**config.mk**
```make
export PLATFORM = sky130hd
export DESIGN_NAME = cpu2
export DESIGN_NICKNAME = d
export VERILOG_FILES = /design/src/rtl/cpu2_pkg.sv /design/src/rtl/cpu2_alu.sv /design/src/rtl/cpu2.sv
export SDC_FILE = /design/constraint.sdc
export NUM_CORES = 1
export LEC_CHECK = 0
export BUFFER_PORTS_ARGS = -buffer_cell sky130_fd_sc_hd__buf_2
export CAP_MARGIN = 20
export CORE_MARGIN = 2
export CORE_UTILIZATION = 36
export CTS_CLUSTER_DIAMETER = 30
export CTS_CLUSTER_SIZE = 8
export DETAILED_ROUTE_END_ITERATION = 6
export GPL_TIMING_DRIVEN = 0
export PLACE_DENSITY = 0.6
export REMOVE_ABC_BUFFERS = 1
export SETUP_SLACK_MARGIN = 0.4
export SLEW_MARGIN = 0
export SYNTH_ARGS = -nofsm -noshare
export SYNTH_HDL_FRONTEND = slang
export SYNTH_SLANG_ARGS = --single-unit
```
**constraint.sdc**
```tcl
create_clock -name clk -period 6.6 [get_ports clk]
set_input_delay 0.66 -clock clk [delete_from_list [all_inputs] [get_ports clk]]
set_output_delay 0.66 -clock clk [all_outputs]
set_load 0.05 [all_outputs]
```
**src/rtl/cpu2_pkg.sv**
```systemverilog
// cpu2_pkg -- shared definitions for the cpu2 core.
//   state_t      : fetch/execute/memory FSM states
//   OP_*         : math/logic opcodes, shared by immediate and register forms
//   GRP_*        : word0 group encodings (register op, branch, load, store, other)
//   OTH_*        : opcodes of the "other" group selected by word0[7:5]
//   CND_*        : branch condition codes
//   FLAG_*       : bit positions inside the {N,V,Z,C} flag vector
package cpu2_pkg;

  typedef enum logic [2:0] {
    ST_F0  = 3'd0,   // fetch word0
    ST_F1  = 3'd1,   // fetch word1
    ST_EX  = 3'd2,   // decode and execute
    ST_MEM = 3'd3,   // LD/ST data transfer
    ST_HLT = 3'd4    // stopped until reset
  } state_t;

  // Math/logic opcodes.
  localparam logic [3:0] OP_ADD = 4'h0;
  localparam logic [3:0] OP_ADC = 4'h1;
  localparam logic [3:0] OP_SUB = 4'h2;
  localparam logic [3:0] OP_SBC = 4'h3;
  localparam logic [3:0] OP_AND = 4'h4;
  localparam logic [3:0] OP_OR  = 4'h6;
  localparam logic [3:0] OP_XOR = 4'h8;
  localparam logic [3:0] OP_MOV = 4'hA;
  localparam logic [3:0] OP_CMP = 4'hC;

  // Group encodings in word0.
  localparam logic [3:0] GRP_REG    = 4'h7;
  localparam logic [3:0] GRP_BRANCH = 4'h5;
  localparam logic [3:0] GRP_LD     = 4'h9;
  localparam logic [3:0] GRP_ST     = 4'hB;
  localparam logic [4:0] GRP_OTHER  = 5'h1F;

  // "Other" group opcodes (word0[7:5]).
  localparam logic [2:0] OTH_CLC = 3'd0;
  localparam logic [2:0] OTH_CLZ = 3'd1;
  localparam logic [2:0] OTH_CLO = 3'd2;
  localparam logic [2:0] OTH_CLN = 3'd3;
  localparam logic [2:0] OTH_NOP = 3'd6;
  localparam logic [2:0] OTH_HLT = 3'd7;

  // Branch conditions (word0[7:4]).
  localparam logic [3:0] CND_AL = 4'd0;
  localparam logic [3:0] CND_Z  = 4'd1;
  localparam logic [3:0] CND_NZ = 4'd2;
  localparam logic [3:0] CND_C  = 4'd3;
  localparam logic [3:0] CND_NC = 4'd4;
  localparam logic [3:0] CND_N  = 4'd5;
  localparam logic [3:0] CND_V  = 4'd6;

  // Flag vector layout {N,V,Z,C}.
  localparam int FLAG_C = 0;
  localparam int FLAG_Z = 1;
  localparam int FLAG_V = 2;
  localparam int FLAG_N = 3;

  function automatic logic is_alu_op(input logic [3:0] op);
    case (op)
      OP_ADD, OP_ADC, OP_SUB, OP_SBC, OP_AND,
      OP_OR, OP_XOR, OP_MOV, OP_CMP: return 1'b1;
      default:                       return 1'b0;
    endcase
  endfunction

  // Unlisted condition codes are never taken.
  function automatic logic cond_true(input logic [3:0] cond, input logic [3:0] f);
    case (cond)
      CND_AL:  return 1'b1;
      CND_Z:   return f[FLAG_Z];
      CND_NZ:  return !f[FLAG_Z];
      CND_C:   return f[FLAG_C];
      CND_NC:  return !f[FLAG_C];
      CND_N:   return f[FLAG_N];
      CND_V:   return f[FLAG_V];
      default: return 1'b0;
    endcase
  endfunction

endpackage

```
**src/rtl/cpu2_alu.sv**
```systemverilog
// cpu2_alu -- combinational ALU for cpu2.
//   op       : math/logic opcode (OP_*)
//   a, b     : destination operand and source operand
//   cin      : current carry flag (ADC/SBC input, passed through by logic ops)
//   result   : value to write to Rd
//   flags    : {N,V,Z,C} produced by the operation
//   flags_we : flags must be updated
//   rd_we    : Rd must be written (clear for CMP and unlisted opcodes)
module cpu2_alu
  import cpu2_pkg::*;
#(
  parameter int DATA_W = 8
) (
  input  logic [3:0]        op,
  input  logic [DATA_W-1:0] a,
  input  logic [DATA_W-1:0] b,
  input  logic              cin,
  output logic [DATA_W-1:0] result,
  output logic [3:0]        flags,
  output logic              flags_we,
  output logic              rd_we
);

  localparam int MSB = DATA_W - 1;

  logic [DATA_W:0] wide;
  logic            is_arith;
  logic            is_sub;
  logic            v;

  // NOTE: every output of this block is given a default before the case, so
  // no path leaves a variable unassigned and no latch can be inferred.
  always_comb begin
    wide     = '0;
    is_arith = 1'b0;
    is_sub   = 1'b0;
    result   = '0;
    flags_we = 1'b0;
    rd_we    = 1'b0;
    case (op)
      OP_ADD: begin
        wide = {1'b0, a} + {1'b0, b};
        is_arith = 1'b1; rd_we = 1'b1;
      end
      OP_ADC: begin
        wide = {1'b0, a} + {1'b0, b} + {{DATA_W{1'b0}}, cin};
        is_arith = 1'b1; rd_we = 1'b1;
      end
      OP_SUB: begin
        wide = {1'b0, a} - {1'b0, b};
        is_arith = 1'b1; is_sub = 1'b1; rd_we = 1'b1;
      end
      OP_SBC: begin
        wide = {1'b0, a} - {1'b0, b} - {{DATA_W{1'b0}}, cin};
        is_arith = 1'b1; is_sub = 1'b1; rd_we = 1'b1;
      end
      OP_CMP: begin
        wide = {1'b0, a} - {1'b0, b};
        is_arith = 1'b1; is_sub = 1'b1;
      end
      OP_AND: begin result = a & b; flags_we = 1'b1; rd_we = 1'b1; end
      OP_OR:  begin result = a | b; flags_we = 1'b1; rd_we = 1'b1; end
      OP_XOR: begin result = a ^ b; flags_we = 1'b1; rd_we = 1'b1; end
      OP_MOV: begin result = b;     rd_we = 1'b1;                   end
      default: ;
    endcase

    if (is_arith) begin
      result   = wide[DATA_W-1:0];
      flags_we = 1'b1;
    end

    // Two's-complement overflow: add overflows when the operands share a sign
    // the result lacks; subtract when the operand signs differ and the result
    // sign departs from a. Both hold with a carry/borrow-in folded in.
    if (is_sub) v = (a[MSB] != b[MSB]) && (result[MSB] != a[MSB]);
    else        v = (a[MSB] == b[MSB]) && (result[MSB] != a[MSB]);

    flags         = '0;
    flags[FLAG_N] = result[MSB];
    flags[FLAG_Z] = (result == '0);
    flags[FLAG_V] = is_arith && v;
    // C is the borrow for subtract forms; logic ops keep the old carry.
    flags[FLAG_C] = is_arith ? wide[DATA_W] : cin;
  end

endmodule

```
**src/rtl/cpu2.sv**
```systemverilog
// cpu2 -- small two-word-instruction accumulator-free register CPU.
//   clk      : sole clock, rising edge
//   reset    : asynchronous, active-high
//   addr     : bus address (pc while fetching, ER pair during LD/ST)
//   data_in  : read data, taken when r=1 and ready=1
//   data_out : store data, valid while w=1
//   r, w     : read / write strobes, never both high
//   ready    : bus acknowledge; a transfer completes on an edge with strobe&ready
//   halt     : core stopped by HLT
//   flags    : {N,V,Z,C}
module cpu2
  import cpu2_pkg::*;
#(
  parameter int          DATA_W   = 8,
  parameter int          ADDR_W   = 16,
  parameter int unsigned RESET_PC = 'h2000
) (
  input  logic              clk,
  input  logic              reset,
  output logic [ADDR_W-1:0] addr,
  input  logic [DATA_W-1:0] data_in,
  output logic [DATA_W-1:0] data_out,
  output logic              r,
  output logic              w,
  input  logic              ready,
  output logic              halt,
  output logic [3:0]        flags
);

  localparam logic [ADDR_W-1:0] PC_INIT = ADDR_W'(RESET_PC);

  state_t            state, next_state;
  logic [ADDR_W-1:0] pc;
  logic [DATA_W-1:0] word0, word1;
  logic [DATA_W-1:0] regs [16];
  logic [3:0]        flag_q;

  // Decode: only word0[7:0] is meaningful.
  logic [3:0] grp, hi;
  logic [2:0] oth_op;
  logic       is_other, is_imm, is_reg, is_br, is_ld, is_st, is_hlt;

  assign grp      = word0[3:0];
  assign hi       = word0[7:4];
  assign oth_op   = word0[7:5];
  assign is_other = (word0[4:0] == GRP_OTHER);
  assign is_imm   = !is_other && is_alu_op(grp);
  assign is_reg   = (grp == GRP_REG);
  assign is_br    = (grp == GRP_BRANCH);
  assign is_ld    = (grp == GRP_LD);
  assign is_st    = (grp == GRP_ST);
  assign is_hlt   = is_other && (oth_op == OTH_HLT);

  // ALU operand selection. Register form: op in word0[7:4], rs/rd in word1.
  logic [3:0]        alu_op, rd_idx, rs_idx;
  logic [DATA_W-1:0] alu_a, alu_b, alu_result;
  logic [3:0]        alu_flags;
  logic              alu_flags_we, alu_rd_we, alu_en;

  assign alu_op = is_reg ? hi : grp;
  assign rd_idx = is_reg ? word1[3:0] : hi;
  assign rs_idx = word1[7:4];
  assign alu_a  = regs[rd_idx];
  assign alu_b  = is_reg ? regs[rs_idx] : word1;
  assign alu_en = is_imm || is_reg;

  cpu2_alu #(.DATA_W(DATA_W)) u_alu (
    .op       (alu_op),
    .a        (alu_a),
    .b        (alu_b),
    .cin      (flag_q[FLAG_C]),
    .result   (alu_result),
    .flags    (alu_flags),
    .flags_we (alu_flags_we),
    .rd_we    (alu_rd_we)
  );

  // ERk = {R(9+2k), R(8+2k)}, zero-extended or truncated to the address width.
  logic [3:0]        er_lo_idx, er_hi_idx;
  logic [ADDR_W-1:0] ea;
  assign er_lo_idx = {1'b1, word1[1:0], 1'b0};
  assign er_hi_idx = {1'b1, word1[1:0], 1'b1};
  assign ea        = ADDR_W'({regs[er_hi_idx], regs[er_lo_idx]});

  // Branch displacement is word1 sign-extended (or truncated) to pc width.
  logic [ADDR_W-1:0] br_off;
  logic              br_taken;
  assign br_off   = ADDR_W'($signed(word1));
  assign br_taken = cond_true(hi, flag_q);

  // NOTE: sequential state is updated with non-blocking assignments so every
  // flop samples pre-edge values regardless of block evaluation order.
  always_ff @(posedge clk or posedge reset) begin
    if (reset) state <= ST_F0;
    else       state <= next_state;
  end

  // Next state and bus outputs.
  always_comb begin
    next_state = state;
    addr       = pc;
    r          = 1'b0;
    w          = 1'b0;
    data_out   = '0;
    case (state)
      ST_F0: begin
        r = 1'b1;
        if (ready) next_state = ST_F1;
      end
      ST_F1: begin
        r = 1'b1;
        if (ready) next_state = ST_EX;
      end
      ST_EX: begin
        if (is_ld || is_st) next_state = ST_MEM;
        else if (is_hlt)    next_state = ST_HLT;
        else                next_state = ST_F0;
      end
      ST_MEM: begin
        addr = ea;
        if (is_ld) begin
          r = 1'b1;
        end else begin
          w        = 1'b1;
          data_out = regs[hi];
        end
        if (ready) next_state = ST_F0;
      end
      ST_HLT:  next_state = ST_HLT;
      default: next_state = ST_F0;
    endcase
    // Strobes fall the instant reset rises, even in the middle of a transfer.
    if (reset) begin
      r = 1'b0;
      w = 1'b0;
    end
  end

  // Datapath: pc, instruction words, register file and flags.
  // NOTE: the register file is built from flops rather than a RAM, which is
  // what allows it to be cleared by the asynchronous reset.
  always_ff @(posedge clk or posedge reset) begin
    if (reset) begin
      pc     <= PC_INIT;
      word0  <= '0;
      word1  <= '0;
      flag_q <= '0;
      for (int i = 0; i < 16; i++) regs[i] <= '0;
    end else begin
      case (state)
        ST_F0: if (ready) begin
          word0 <= data_in;
          pc    <= pc + ADDR_W'(1);
        end
        ST_F1: if (ready) begin
          word1 <= data_in;
          pc    <= pc + ADDR_W'(1);
        end
        ST_EX: begin
          if (alu_en && alu_rd_we)    regs[rd_idx] <= alu_result;
          if (alu_en && alu_flags_we) flag_q       <= alu_flags;
          // pc already points past word1, so the offset is relative to it.
          if (is_br && br_taken)      pc           <= pc + br_off;
          if (is_other) begin
            case (oth_op)
              OTH_CLC: flag_q[FLAG_C] <= 1'b0;
              OTH_CLZ: flag_q[FLAG_Z] <= 1'b0;
              OTH_CLO: flag_q[FLAG_V] <= 1'b0;
              OTH_CLN: flag_q[FLAG_N] <= 1'b0;
              default: ;
            endcase
          end
        end
        ST_MEM: if (ready && is_ld) regs[hi] <= data_in;
        default: ;
      endcase
    end
  end

  assign halt  = (state == ST_HLT);
  assign flags = flag_q;

endmodule
```
==> run metrics, run 1 <==
# rows 73; via count 13661; slew margin rel. 24.7%; Synth area leaders dfrtp_1, mux4_2, nand2_1, ha_1, o221ai_1; Buf/Inv on CP 4; crit path launch word1[1]$_DFFE_PP0P_; Setup Slack @ Placement -630 ps; total grt overflow 0; worst slew pin tran 1120 ps; worst hold path class input port to async pin; CTS Root Cell clkbuf_16; H-tree Lvls 4; Crit path max-delay family simple AND/OR/NAND/NOR gates; post-synthesis register bit count 167; TNS Setup 0 ps; met1 Use GR 33.8%; Fill cells 3810; Multi-input gate area 9640 µm²; wire length per cell 26.9 µm; maximum buffer depth of the clock tree 2; RSZ-0062 raised after global routing no; vias in the first global route 12885; Syn Inst Count 1518; Die ar. 41500 µm²; Core ar. 39500 µm²; PortBufs 41; GPL Wtd Cong 0.930; first-pass GRT wire length 81.8 mm; most used cell, CP inv_1; ys flop type dfrtp_1; largest net degree at the start of global routing 87; endpoints failing setup 0; Die X 204 µm; crit path cell chain nand2_1 -> and2_2 -> buf_12 -> mux4_2 -> o22ai_1 -> nor2_1 -> inv_1 -> ha_1 -> inv_1 -> fa_1 -> nand2b_2 -> a2bb2oi_4 -> xnor2_1 -> or4b_4 -> o21a_1 -> o31ai_4 -> a211oi_4 -> buf_8 -> o32a_1 -> a21oi_1; Fin. Hold Viols 0; reg-to-reg endpoint regs[103]$_DFFE_PP0P_; GR peak layer met2; Crit path largest cell delay 1090 ps; Worst-path clk slew 80 ps; count leader, synth nand2_1; critical path endpoint category flip-flop; Fmax achieved 0.167 GHz; met2 GRT Util 40.1%; Critical Path Sink regs[103]$_DFFE_PP0P_; synth cell count leaders nand2_1, dfrtp_1, mux4_2, nor2_1, o21ai_0; HPWL Detailed 38.2 mm; CP Depth 20; final worst setup slack 596 ps; async set or reset register ratio after synthesis 100%; Crit-path slowest cell dfrtp_1; Period minus WS final 6000 ps; critical path class flip-flop to flip-flop; outcome complete, no violations; number of flops mapped to enable cells by yosys 0; worst skew pair latency 470 ps; DRT Wirelength 54.9 mm; antenna diode count 0; dominant cell type by area after synthesis dfrtp_1; R2R Setup Slk 600 ps; part of the Yosys area used for sequential elements 29.1%; I/O Pins 42; FF-to-FF path depth 20; max cap viols 0; clk sink count 167; Iter 0 DRT Violations 2034; layout cells sized above 1 21.2%; WP data required 6990 ps; M3 GR Usage 8.18%; Arrival @ worst endpoint 6390 ps; Slew Limit Fails 0; Fin Clk Skew 14.4 ps; height of the die 204 µm; crit path launch type flip-flop; Avg Synthesized Cell Area 9.46 µm²; Tot GR Track Use 26.5%; antenna violations before repair 2; drt first pass iters 6; vias per cell 6.69; Mapped Area 14400 µm²; Crit Path Max Fanout 28; post-route ant nets 0; Synthesis Warnings 0; Synth top area share 28.9%; final net count 1561; Synth-to-Final Area Change 11.2%; CTS Hold Buffers Added 0; Reg-to-Reg Start word1[1]$_DFFE_PP0P_; Final period util 91.0%; CTS tree built; Netlist cell types 86; starting density of the core 36.3%; CTS Buf Count 17; Residual DRC 0; FF+latch area 4200 µm²
-- per-layer routing --
metal  wire length [µm]  share of wire (%)
met1              21000                 38
met2              24600                 45
met3               6320                 12
met4               2950                5.4
met5                 28              0.051
-- cells in the final DEF, fill, tap and decap left out, types with 42 or more instances in the layout --
master and instances:
o21ai_0 90, nor2_1 116, ha_1 43, mux4_2 117
o21a_1 55, dfrtp_1 156, o221ai_1 51, buf_2 42
a21oi_1 81, nand2_1 206
-- registers in the layout (all words and copies together) (netlist names) --
register  flops
regs        128
pc           16
word0         8
word1         8
flags         4
state         3
-- through the flow --
step | instance area (µm²) | hold slack [ps] | cells | utilization [%]
floorplan | 13800 | 441 | 1404 | -
global placement | 14700 | 456 | 1970 | 37.2
detailed placement | 15100 | 465 | 1995 | 38.3
CTS | 15900 | 330 | 2033 | 40.1
global route | 16000 | 352 | 2041 | 40.4
finish | 16000 | 288 | 2041 | 40.4
-- worst min-delay path by stage --
stage | from | slack [ps] | end | cells after the start
after global placement | pc[15]$_DFFE_PP0P_ | 460 | pc[15]$_DFFE_PP0P_ | 1
after floorplan | pc[15]$_DFFE_PP0P_ | 440 | pc[15]$_DFFE_PP0P_ | 1
final | reset | 290 | flags[1]$_DFFE_PP0N_ | 2
after CTS | reset | 330 | flags[1]$_DFFE_PP0N_ | 2
after detailed placement | pc[15]$_DFFE_PP0P_ | 460 | pc[15]$_DFFE_PP0P_ | 1
after global routing | reset | 350 | state[2]$_DFFE_PP0P_ | 2
-- cells by family (layout without fill, tap and decap cells) --
kind of cell,Yosys count,in the layout,share of synthesized area (%)
compound gates,484,484,23.7
simple gates,485,487,15.6
xor+xnor,33,33,2.07
mux,148,148,20.7
fa+ha+maj,46,46,4.17
buf+inv,155,151,4.67
flops,167,167,29.1
-- final cells by class --
| class | instances | share of cell area (%) |
|---|---|---|
| clock buffers | 17 | 2.66 |
| clock inverters | 14 | 1.35 |
| inverters | 41 | 1.03 |
| multi-input cells | 1198 | 60.3 |
| flip-flops and latches | 167 | 26.3 |
| well taps | 525 | 4.11 |
| repair buffers | 79 | 4.21 |
-- timing repair --
action / 4_1_cts / 5_1_grt
setup endpoints to repair: 114 / 47
resized for setup: 3 / 14
gates cloned: 2 / 0
pin swaps: 2 / 0
setup buffers: 5 / 6
Power of run 1 is left out: the tool's default activity adds up to more than one toggle a clock period on the data nets, which glitch-free logic cannot reach.
==> run 2: changes to the inputs <==
- SYNTH_HIERARCHICAL: not set -> 1
==> run 2 against run 1 <==
Count of clock-buffer cells in the layout up 5. Final cell count down 4.1%. Die area up 0.11%. Area after synthesis up 0.11%. Routed wire length down 3.9%. Clock skew down 6.2 ps. Non-clock buffer count down 15. Core utilization down 0.48 points. Sequential share of layout area up 0.25 points. First-iteration DRC count down 12%. Critical path depth unchanged. Highest routed layer is now met4.
==> run metrics, run 2 <==
commonest cells after routing, fill and taps aside nand2_1, dfrtp_1, mux2_2; largest net degree at the start of global routing 100; Synth area leaders dfrtp_1, mux4_2, mux2_2, nand2_1, o22ai_1; number of flops mapped to enable cells by yosys 0; RSZ-0062 raised after global routing no; critical path endpoint category flip-flop; I/O Pins 42; maximum buffer depth of the clock tree 2; Arrival @ worst endpoint 6300 ps; async set or reset register ratio after synthesis 100%; Biggest register regs; PortBufs 41; first-pass GRT wire length 78.5 mm; H-tree Lvls 4; TNS Setup 0 ps; WP data required 6930 ps; total grt overflow 0; Iter 0 DRT Violations 1788; height of the die 204 µm; worst slew pin tran 1090 ps; Crit Path Max Fanout 15; drt first pass iters 6; CTS tree built; dominant cell type by area after synthesis dfrtp_1; max cap viols 0; slew margin rel. 27.5%; via count 13040; final net count 1469; CTS Root Cell clkbuf_16; antenna diode count 0; critical path class flip-flop to flip-flop; count leader, synth nand2_1; Slew Limit Fails 0; Tot GR Track Use 25.3%; Die ar. 41500 µm²; Fill cells 3836; synth cell count leaders nand2_1, dfrtp_1, mux2_2; DRT Wirelength 52.7 mm; layout cells sized above 1 28.9%; outcome complete, no violations; starting density of the core 36.3%; FF+latch area 4190 µm²; post-synthesis register bit count 167; clk sink count 167; Die X 204 µm; GPL Wtd Cong 0.927; Largest regs regs: 128 flops, pc: 16 flops; Mapped Area 14400 µm²; part of the Yosys area used for sequential elements 29.1%; Worst-path clk slew 70 ps; Netlist cell types 85; Period minus WS final 5970 ps; # rows 73; ys flop type dfrtp_1; Synth top area share 28.9%; endpoints failing setup 0; Residual DRC 0; Syn Inst Count 1452; worst hold path class input port to async pin; Fin Clk Skew 8.17 ps; vias in the first global route 12376; Fmax achieved 0.168 GHz; vias per cell 6.66; Synthesis Warnings 6; commonest non-fill, non-tap cell in the layout nand2_1; HPWL Detailed 35.8 mm; Fin. Hold Viols 0; Synth-to-Final Area Change 9.79%; Largest register FFs 128; CTS Buf Count 17; Final period util 90.4%; Avg Synthesized Cell Area 9.90 µm²; antenna violations before repair 0; Core ar. 39500 µm²; wire length per cell 26.9 µm; Multi-input gate area 9660 µm²; crit path launch type flip-flop; worst skew pair latency 450 ps; post-route ant nets 0
==> run 2: final cells by class <==
class / count / share of cell area [%]
Clock inverter: 10 / 0.618
Clock buffer: 22 / 2.94
Sequential cell: 167 / 26.5
Timing Repair Buffer: 64 / 3.93
Tap cell: 525 / 4.16
Multi-Input combinational cell: 1146 / 61.2
Inverter: 24 / 0.618
==> run 2: stage by stage <==
stage	hold slack (ps)	std cells	utilization [%]	setup slack [ps]	area, µm²
after floorplan	441	1335	-	-99.7	13800
after global routing	309	1958	39.9	450	15800
after global placement	460	1901	37.2	-3200	14700
after detailed placement	471	1918	38.1	-125	15100
final	254	1958	39.9	632	15800
after CTS	292	1953	39.7	509	15700
==> run 2: kinds of logic after synthesis <==
logic type / count (synthesis) / share of synthesized area, %
adder cells (fa/ha/maj): 38 / 3.46
multiplexers: 281 / 29.3
flip-flops: 167 / 29.1
buffers and inverters: 141 / 4.31
AO/OA/AOI/OAI: 301 / 14.5
XOR/XNOR: 32 / 2.11
AND/OR/NAND/NOR: 492 / 17.3
==> run 2: timing repair <==
| action | CTS | global route |
|---|---|---|
| pin swaps | 1 | 1 |
| hold buffers | 0 | 0 |
| cloned | 2 | 0 |
| setup endpoints to repair | 91 | 36 |
| resized for setup | 5 | 3 |
| buffers inserted | 1 | 4 |
==> run 2: worst max-delay path, cell delays in order, from the launching register on <==
cell	delay (ps)
dfrtp_1	610
nand4b_4	240
buf_12	160
mux2_2	490
nor2_4	390
buf_8	230
a32oi_1	110
nand4_1	90
nand2_1	190
ha_1	340
fa_1	440
a211oi_2	320
nor2_1	130
xnor2_2	370
nand4_1	170
or3_1	340
nand4b_1	120
o211ai_2	240
nand2_2	370
o22ai_1	140
mux2_2	300
==> run 2: path summary, 6_finish.rpt <==
kind / slack, ps / end / depth (start not counted) / start
min reg2reg: 480 / pc[15]$_DFFE_PP0P_ / 1 / pc[15]$_DFFE_PP0P_
max: 630 / regs[87]$_DFFE_PP0P_ / 20 / word0[3]$_DFFE_PP0P_
max reg2reg: 630 / regs[87]$_DFFE_PP0P_ / 20 / word0[3]$_DFFE_PP0P_
min in group clk: 480 / pc[15]$_DFFE_PP0P_ / 1 / pc[15]$_DFFE_PP0P_
min: 250 / state[1]$_DFFE_PP0P_ / 2 / reset
max in group asynchronous: 5440 / regs[88]$_DFFE_PP0P_ / 3 / reset
==> run 2: layer usage <==
layer  vias up  GRT usage (%)  wire, µm  share of wire [%]
li1       5489              -         -                  -
met1      6498           33.7     21200                 40
met2       852           38.8     23600                 45
met3       201           5.42      5160                9.8
met4         0           12.9      2730                5.2
met5         -              0         0                  0
Power of run 2 is left out for the same reason.
==> run 3: changes to the inputs <==
--- a/config.mk
+++ b/config.mk
@@ -7,2 +7,3 @@
 export LEC_CHECK = 0
+export ABC_AREA = 1
 export BUFFER_PORTS_ARGS = -buffer_cell sky130_fd_sc_hd__buf_2
@@ -15,3 +16,2 @@
 export GPL_TIMING_DRIVEN = 0
-export PLACE_DENSITY = 0.6
 export REMOVE_ABC_BUFFERS = 1
--- a/constraint.sdc
+++ b/constraint.sdc
@@ -3,2 +3,2 @@
 set_output_delay 0.66 -clock clk [all_outputs]
-set_load 0.05 [all_outputs]
+set_load 0.02 [all_outputs]
==> run 3 against run 2 <==
Synthesized cell count is 52% higher. First-iteration DRC count is 35% higher. Core utilization is 0.36 points lower. Design area is 1.9% higher. Via count is 28% higher. Clock skew is 8.3 ps higher. Worst setup slack worse by 170 ps. Final cell count is 39% higher. Maximum frequency is 2.8% lower. Critical path depth stayed put.
==> run metrics, run 3 <==
outcome complete, no violations; H-tree Lvls 4; drt first pass iters 6; GPL Wtd Cong 0.977; post-route ant nets 0; worst hold path class input port to async pin; Largest register FFs 128; Avg Synthesized Cell Area 6.70 µm²; slew margin rel. 14.4%; Mapped Area 14800 µm²; DRT Wirelength 65.5 mm; Worst-path clk slew 70 ps; CTS Hold Buffers Added 0; total grt overflow 0; Residual DRC 0; Crit Path Max Fanout 33; Fmax achieved 0.163 GHz; RSZ-0062 raised after global routing no; first-pass GRT wire length 95.2 mm; max cap viols 0; Fill cells 4298; worst slew pin tran 1280 ps; Die X 207 µm; Synthesis Warnings 6; # rows 74; via count 16698; Period minus WS final 6140 ps; commonest non-fill, non-tap cell in the layout nand2_1; CTS Buf Count 17; WP data required 6900 ps; Syn Inst Count 2209; antenna violations before repair 3; vias per cell 6.13; worst skew pair latency 460 ps; Fin Clk Skew 16.5 ps; Core ar. 40600 µm²; CTS tree built; Netlist cell types 58; number of flops mapped to enable cells by yosys 0; post-synthesis register bit count 167; placed cell area 15300 µm²; Iter 0 DRT Violations 2407; starting density of the core 36.4%; Biggest register regs; Synth area leaders dfrtp_1, nand2_1, o21ai_0, o22ai_1, inv_1; async set or reset register ratio after synthesis 100%; count leader, synth nand2_1; ys flop type dfrtp_1; Tot GR Track Use 30.1%; part of the Yosys area used for sequential elements 28.3%; clk sink count 167; wire length per cell 24.0 µm; Largest regs regs: 128 flops, pc: 16 flops; HPWL Detailed 44.1 mm; cell area after layout 16100 µm²; endpoints failing setup 0; Arrival @ worst endpoint 6440 ps; final net count 2226; maximum buffer depth of the clock tree 2; crit path launch type flip-flop; critical path class flip-flop to flip-flop; I/O Pins 42; vias in the first global route 15125; final worst setup slack 462 ps; dominant cell type by area after synthesis dfrtp_1; commonest cells after routing, fill and taps aside nand2_1, inv_1, o21ai_0; height of the die 207 µm; Setup Slack @ Placement -640 ps; critical path endpoint category flip-flop; CTS Root Cell clkbuf_16; Die ar. 42700 µm²; Synth top area share 28.1%; Synth-to-Final Area Change 8.69%; layout cells sized above 1 11.5%; Fin. Hold Viols 0; largest net degree at the start of global routing 96; synth cell count leaders nand2_1, inv_1, o21ai_0; PortBufs 41; Final period util 93.0%; Slew Limit Fails 0
==> run 3: final timing paths <==
| check | to | startpoint | slack, ps | cells after the start |
|---|---|---|---|---|
| setup / recovery | regs[11]$_DFFE_PP0P_ | word1[0]$_DFFE_PP0P_ | 460 | 20 |
| hold / removal | state[2]$_DFFE_PP0P_ | reset | 270 | 2 |
| hold reg to reg | regs[42]$_DFFE_PP0P_ | regs[42]$_DFFE_PP0P_ | 500 | 2 |
| max in group asynchronous | regs[125]$_DFFE_PP0P_ | reset | 5380 | 3 |
| setup reg to reg | regs[11]$_DFFE_PP0P_ | word1[0]$_DFFE_PP0P_ | 460 | 20 |
| min in group clk | state[1]$_DFFE_PP0P_ | ready | 460 | 2 |
==> run 3: cell type report <==
type | count | area (µm²) | share of cell area (%)
Multi-Input combinational cell | 1639 | 8980 | 55.9
Tap cell | 532 | 666 | 4.14
Clock inverter | 12 | 140 | 0.872
Timing Repair Buffer | 63 | 528 | 3.28
Sequential cell | 167 | 4190 | 26.0
Timing Repair inverter | 1 | 5.00 | 0.0311
Clock buffer | 20 | 447 | 2.78
Antenna cell | 2 | 5.00 | 0.0311
Inverter | 288 | 1110 | 6.93
==> run 3: stage by stage <==
stage | hold slack [ps] | setup TNS (ps) | util, % | std cells
after global placement | 469 | -363050 | 37.1 | 2665
final | 274 | 0 | 39.5 | 2724
after global routing | 328 | 0 | 39.5 | 2722
after detailed placement | 473 | -42600 | 37.7 | 2675
after CTS | 316 | 0 | 39.2 | 2709
after floorplan | 453 | 0 | - | 2092
==> run 3: cells by family after synthesis <==
logic type / Yosys count / share of synthesized area (%)
AOI/OAI and AO/OA: 770 / 31.1
xor gates and xnor gates: 11 / 0.778
adders and majority gates: 38 / 3.37
buffers and inverters: 405 / 11.4
DFF: 167 / 28.3
and+or+nand+nor: 818 / 25.1
==> run 3: critical path, stage by stage (launching register included) <==
cell and delay [ps]:
dfrtp_2 650, clkinvlp_4 150, buf_4 220, o21ai_4 290, inv_6 130, nand2_4 420
o21ai_0 230, o21ai_0 570, nand4_1 490, fa_1 650, xnor2_1 180, nor2_1 180
nand3_1 150, nand2_1 80, inv_1 40, o21ai_1 100, nand4_2 170, nand2_1 760
o22ai_1 200, nor2_1 200, a21oi_1 70
==> run 3: what timing repair did <==
item,CTS,global route
endpoints found under the setup margin,113,106
pin swaps,0,4
gates cloned,1,2
resized for setup,9,6
buffers inserted,1,10
==> run 3: routing by layer <==
layer | global-route usage (%) | vias up | part of all wire [%] | wire [µm]
met3 | 8.16 | 245 | 12 | 7720
met5 | 0 | - | 0.087 | 57
li1 | - | 7507 | - | -
met4 | 16.1 | 2 | 6.2 | 4080
met2 | 45.0 | 1173 | 42 | 27400
met1 | 39.4 | 7771 | 40 | 26200
Power of run 3 is left out for the same reason.
